`src/rtl/tick_gen_pkg.sv`:
```
// -----------------------------------------------------------------------------
// tick_gen_pkg
//   Shared helpers for the multi-channel tick generator.
//   - clog2 / cfg_width : width of the configuration channel selector
//   - MaxChannels       : upper bound on the number of tick channels
//   - chan_idx_t        : channel index wide enough for MaxChannels
// -----------------------------------------------------------------------------
package tick_gen_pkg;

    localparam int MaxChannels = 32;

    // Ceiling log2. clog2(1) = 0.
    function automatic int clog2(input int value);
        int result;
        int v;
        result = 0;
        v      = value - 1;
        while (v > 0) begin
            result = result + 1;
            v      = v >> 1;
        end
        return result;
    endfunction

    // Channel selector width. Never narrower than one bit, so a single-channel
    // build still has a usable CfgChannel port.
    function automatic int cfg_width(input int nr_of_channels);
        int w;
        w = clog2(nr_of_channels);
        return (w < 1) ? 1 : w;
    endfunction

    // Wide enough to index any legal channel. Writes are decoded in this
    // width so that selector values beyond the built channel count match
    // no channel and are silently dropped.
    typedef logic [clog2(MaxChannels)-1:0] chan_idx_t;

endpackage

```
`src/rtl/tick_channel.sv`:
```
// -----------------------------------------------------------------------------
// tick_channel
//   One tick channel: a down-counter, its reload register and the registered
//   tick pulse.
//   Ports:
//     clk      in   clock, all state on rising edge
//     rst_n    in   asynchronous active-low reset
//     adv      in   advance the counter this cycle
//     restart  in   synchronous restart to phase 0 (overrides adv)
//     wr_en    in   load wr_data into the reload register
//     wr_data  in   new reload value R
//     tick     out  one-cycle pulse, high the cycle after an advance at count 0
// -----------------------------------------------------------------------------
module tick_channel
    import tick_gen_pkg::*;
#(
    parameter int NrOfBits    = 16,
    parameter int ReloadValue = 1
) (
    input  logic                clk,
    input  logic                rst_n,
    input  logic                adv,
    input  logic                restart,
    input  logic                wr_en,
    input  logic [NrOfBits-1:0] wr_data,
    output logic                tick
);

    localparam logic [NrOfBits-1:0] CountOne = NrOfBits'(1);

    logic [NrOfBits-1:0] count_reg;
    logic [NrOfBits-1:0] reload_reg;
    logic                tick_reg;

    always_ff @(posedge clk or negedge rst_n) begin
        if (!rst_n) begin
            count_reg  <= '0;
            reload_reg <= NrOfBits'(ReloadValue);
            tick_reg   <= 1'b0;
        end else begin
            // The reload register updates independently of the counter. A
            // write landing on the same edge as a reload is not seen by that
            // reload, which still uses the previous value of reload_reg.
            if (wr_en) begin
                reload_reg <= wr_data;
            end

            if (restart) begin
                count_reg <= '0;
                tick_reg  <= 1'b0;
            end else if (adv) begin
                if (count_reg == '0) begin
                    // R = 0 wraps to all-ones, giving a 2^NrOfBits period.
                    count_reg <= reload_reg - CountOne;
                    tick_reg  <= 1'b1;
                end else begin
                    count_reg <= count_reg - CountOne;
                    tick_reg  <= 1'b0;
                end
            end else begin
                tick_reg <= 1'b0;
            end
        end
    end

    assign tick = tick_reg;

endmodule

```
`src/rtl/multi_tick_generator.sv`:
```
// -----------------------------------------------------------------------------
// multi_tick_generator
//   NrOfChannels independent tick channels, each pulsing FPGATick[i] for one
//   clock every R[i] advances. R is reprogrammable per channel at run time.
//   Ports:
//     FPGAClock      in   single clock
//     FPGAReset_n    in   asynchronous active-low reset
//     CfgWrite       in   reload-register write strobe
//     CfgChannel     in   channel addressed by CfgWrite (out-of-range ignored)
//     CfgReload      in   new reload value R (0 means 2^NrOfBits)
//     ChannelEnable  in   per-channel advance enable
//     SyncRestart    in   return every counter to phase 0
//     CascadeMask    in   only with TICK_CASCADE_EN: channel i>0 also needs
//                         the previous channel's tick to advance
//     FPGATick       out  registered one-cycle tick pulses
//   Optional feature macro: TICK_CASCADE_EN (cascade chaining of channels).
// -----------------------------------------------------------------------------
module multi_tick_generator
    import tick_gen_pkg::*;
#(
    parameter int NrOfBits     = 16,
    parameter int NrOfChannels = 4,
    parameter int ReloadValue  = 1
) (
    input  logic                                FPGAClock,
    input  logic                                FPGAReset_n,
    input  logic                                CfgWrite,
    input  logic [cfg_width(NrOfChannels)-1:0]  CfgChannel,
    input  logic [NrOfBits-1:0]                 CfgReload,
    input  logic [NrOfChannels-1:0]             ChannelEnable,
    input  logic                                SyncRestart,
`ifdef TICK_CASCADE_EN
    input  logic [NrOfChannels-1:0]             CascadeMask,
`endif
    output logic [NrOfChannels-1:0]             FPGATick
);

    logic [NrOfChannels-1:0] adv;
    logic [NrOfChannels-1:0] wr_sel;

`ifdef TICK_CASCADE_EN
    // Channel 0 has no predecessor, so its mask bit has no effect.
    logic cascade_unused;
    assign cascade_unused = CascadeMask[0];
`endif

    genvar gi;
    generate
        for (gi = 0; gi < NrOfChannels; gi = gi + 1) begin : g_channel
            // Decode in the full index width so selector values at or above
            // NrOfChannels address nothing.
            assign wr_sel[gi] = CfgWrite && (chan_idx_t'(CfgChannel) == chan_idx_t'(gi));

            if (gi == 0) begin : g_first
                assign adv[gi] = ChannelEnable[gi];
            end else begin : g_rest
`ifdef TICK_CASCADE_EN
                // Cascaded channels count the previous channel's registered
                // ticks, so the chain period is the product of the R values.
                assign adv[gi] = ChannelEnable[gi] & (~CascadeMask[gi] | FPGATick[gi-1]);
`else
                assign adv[gi] = ChannelEnable[gi];
`endif
            end

            tick_channel #(
                .NrOfBits    (NrOfBits),
                .ReloadValue (ReloadValue)
            ) u_channel (
                .clk     (FPGAClock),
                .rst_n   (FPGAReset_n),
                .adv     (adv[gi]),
                .restart (SyncRestart),
                .wr_en   (wr_sel[gi]),
                .wr_data (CfgReload),
                .tick    (FPGATick[gi])
            );
        end
    endgenerate

endmodule
```
`config.mk`:
```
export PLATFORM = sky130hd
export DESIGN_NAME = multi_tick_generator
export DESIGN_NICKNAME = d
export VERILOG_FILES = /design/src/rtl/tick_gen_pkg.sv /design/src/rtl/tick_channel.sv /design/src/rtl/multi_tick_generator.sv
export SDC_FILE = /design/constraint.sdc
export NUM_CORES = 1
export LEC_CHECK = 0
export CAP_MARGIN = 0
export CORE_MARGIN = 2
export CORE_UTILIZATION = 40
export CTS_BUF_LIST = sky130_fd_sc_hd__clkbuf_4 sky130_fd_sc_hd__clkbuf_8 sky130_fd_sc_hd__clkbuf_16
export CTS_CLUSTER_DIAMETER = 100
export DETAILED_ROUTE_END_ITERATION = 8
export PLACE_DENSITY_LB_ADDON = 0.2
export SLEW_MARGIN = 20
export SYNTH_ARGS = -nofsm -noshare
export SYNTH_HDL_FRONTEND = slang
export SYNTH_SLANG_ARGS = --single-unit
```
`constraint.sdc`:
```
create_clock -name FPGAClock -period 4.7 [get_ports FPGAClock]
set_clock_uncertainty 0.15 [all_clocks]
set_input_delay 0.47 -clock FPGAClock [delete_from_list [all_inputs] [get_ports FPGAClock]]
set_output_delay 0.47 -clock FPGAClock [all_outputs]
set_load 0.02 [all_outputs]
```
==> flow_metrics.py <==
metrics = {
    "outcome": {
        "status": "finished clean",
    },
    "finish": {
        "drive_gt1_share_pct": 15.6,
        "postLayoutCoreUtil_pct": 46.6,
        "nNetsFinal": 842,
        "synthToLayoutAreaGrowth_pct": 13.7,
        "fillers": 1796,
        "layout_commonest_cell": "dfrtp_1",
        "final_cell_mix": "128 x dfrtp_1, 67 x mux2_2, 66 x nor2_1",
    },
    "clocking": {
        "cts_buffers": 17,
        "cts_setup_buffers": 0,
        "clkTransAtPathRegs_ns": 0.06,
        "root_buffer": "clkbuf_16",
        "clock_latency_ns": 0.41,
        "cts_tree": "done",
        "htree_levels": 4,
        "cts_sinks": 132,
        "cts_hold_buf": 0,
        "cts_resized": 0,
        "clock_path_buffers": 2,
    },
    "critical_path": {
        "worstRegToRegCells": 12,
        "reg2reg_slack_ns": 0.85,
        "endpoint_kind": "flop",
        "cp_max_fo": 14,
        "path_class": "flop to flop",
        "r2r-start": "g_channel[0].u_channel.count_reg[5]",
        "critPathArrivalTime_ns": 4.02,
        "setup.worst_path.start_class": "flop",
        "reg2reg_to": "g_channel[0].u_channel.count_reg[14]",
        "cp.required_ns": 4.88,
    },
    "global_routing": {
        "antenna_found_initial": 0,
        "track_usage_pct": 21.6,
        "grt_pass1_vias": 6674,
        "grt_max_degree": 100,
        "grt_pass1_wl_um": 34900,
        "grt.overflow.total": 0,
    },
    "logic_synthesis": {
        "synth_seq_area_share_pct": 43.0,
        "avgSynthCellArea_um2": 9.61,
        "synthFlopType": "dfrtp_1",
        "synth_edf_count": 0,
        "synthXorXnorAreaFrac_pct": 0.114,
        "async_flop_share_pct": 100,
        "syn_area_um2": 7690,
        "synthSimpleGateAreaFrac_pct": 19.4,
        "synth_top_family_by_area": "compound AO/OA/AOI/OAI gates",
        "synth.distinct_cells": 70,
        "synth_compound_area_share_pct": 21.1,
        "yosys_register_bits": 132,
        "synth_fa_ha_area_share_pct": 0.651,
        "synthesis.nets": 830,
        "syn_inst": 800,
        "yosysWarnings": 0,
        "muxShareOfSynthArea_pct": 12.3,
    },
    "timing": {
        "slew_headroom_pct": 31.9,
        "rsz0062_at_grt": "false",
        "period_share_pct": 81.8,
        "whs_ns": 0.00704,
        "finalCriticalPeriod_ns": 3.85,
        "fmax_mhz": 260,
        "setup_violations": 0,
        "worstMarginPinSlew_ns": 1.01,
        "maxSlewViolCount": 0,
        "hold_viol": 0,
        "final.setup.tns_ns": 0,
        "finalWorstSetupSlack_ns": 0.854,
    },
    "route": {
        "drt_iter0_drc": 619,
        "wl_met3_um": 922,
        "wl_met1_um": 9910,
        "drc_errors": 0,
        "top_layer": "met4",
        "first_pass_iters": 6,
        "wl_met2_um": 9810,
        "ant_nets": 0,
        "vias": 6780,
        "wl_per_cell_um": 19.8,
        "viasPerCell": 6.40,
        "finalWirelength_um": 21000,
    },
    "power_and_ir_drop": {
        "clkPwrFrac_pct": 21.6,
        "internal-power_uw": 3410,
        "switching_share_pct": 43.5,
        "power_uw": 6030,
        "pwr-share-comb_pct": 48.3,
        "sequentialPowerShare_pct": 30.2,
        "leakagePower_uw": 0.00347,
        "power_density_nw_per_um2": 690,
        "p_sw_uw": 2620,
        "peakVddDrop_mv": 0.335,
    },
    "floorplanning": {
        "core-area_um2": 18800,
        "rows": 50,
        "die_y_um": 143,
        "initial_utilization_pct": 41.0,
        "die_w_um": 143,
        "die_area_um2": 20400,
        "io_pins": 30,
    },
    "placed_design": {
        "dp_hpwl_um": 14400,
        "io_buffers": 29,
        "post-place-ws_ns": 0.951,
        "gp_congestion": 0.880,
    },
    "min_path": {
        "min_path_type": "primary input to asynchronous set/reset pin",
    },
    "flow_run": {
        "maxCapViolations": 0,
    },
}
[critical path, cell delays in order (launching register included)]
cell,delay [ns]
dfrtp_1,0.44
nor3_1,0.13
nand4_1,0.11
buf_4,0.19
nor2_1,0.08
a21oi_1,0.22
ha_1,0.24
or3b_1,0.47
a2111oi_0,0.43
a22oi_1,0.25
a2111oi_0,0.51
mux2_2,0.39
a21oi_1,0.16
[cells by family after synthesis]
logic type                 count (synthesis)
and+or+nand+nor                          280
AOI/OAI and AO/OA                        231
DFF                                      132
muxes                                     86
buffers and inverters                     66
adders and majority gates                  4
xor gates and xnor gates                   1
[synthesized netlist by cell type (all sizes together) (5+ instances only)]
library cell	n	share of area [%]
a2111oi	8	0.91
a211o	10	1.1
a211oi	31	3.1
a21o	8	0.78
a21oi	49	3.2
a311oi	8	0.91
a31oi	24	2.0
a41oi	6	0.78
and3	5	0.41
buf	7	0.59
clkbuf	40	2.0
dfrtp	128	42
inv	18	0.88
mux2	67	9.8
mux2i	19	2.5
nand2	41	2.0
nand2b	8	0.65
nand3	15	0.98
nand3b	5	0.49
nand4	19	1.6
nor2	66	3.2
nor3	46	3.1
nor3b	8	0.78
nor4	19	1.7
o21ai	27	1.8
o311ai	12	1.4
o31ai	8	0.78
or2	7	0.57
or3	15	1.2
or4	12	1.2
[how the worst max path moves through the flow]
stage / start / cells after the start / to
3_3_place_gp: g_channel[0].u_channel.count_reg[3] / 12 / g_channel[0].u_channel.count_reg[14]
6_report: g_channel[0].u_channel.count_reg[5] / 12 / g_channel[0].u_channel.count_reg[14]
5_1_grt: g_channel[0].u_channel.count_reg[3] / 12 / g_channel[0].u_channel.count_reg[14]
3_5_place_dp: g_channel[0].u_channel.count_reg[3] / 12 / g_channel[0].u_channel.count_reg[14]
2_1_floorplan: g_channel[0].u_channel.count_reg[3] / 14 / g_channel[0].u_channel.count_reg[14]
4_1_cts: g_channel[0].u_channel.count_reg[3] / 12 / g_channel[0].u_channel.count_reg[14]
[per-layer routing]
metal  up-vias  GRT usage, %
met3        30          3.59
li1       3143             -
met5         -             0
met4         0          8.29
met1      3393          30.1
met2       214          34.0
[power groups by stage]
stage	clock [µW]	sequential, µW	combinational, µW
3_3_place_gp	0	1810	2800
2_1_floorplan	0	1700	2280
4_1_cts	1330	1810	2870
6_report	1300	1820	2910
5_1_grt	1380	1870	3240
3_5_place_dp	0	1830	2860
[layout make-up]
type	instances	area, µm²	area share, %
multi-input cells	602	4130	47.2
flip-flops and latches	132	3310	37.8
clock buffers	19	440	5.03
repair buffers	40	369	4.22
well taps	234	293	3.35
clock inverters	13	136	1.56
inverters	19	71.3	0.815
diodes	1	2.50	0.0286
[metrics by stage]
| step | instances | cell area (µm²) |
|---|---|---|
| after global placement | 1027 | 8160 |
| after CTS | 1059 | 8740 |
| final | 1060 | 8750 |
| after floorplan | 800 | 7690 |
| after global routing | 1059 | 8750 |
| after detailed placement | 1027 | 8160 |
Note: power is estimated with default switching activity, not from simulation.
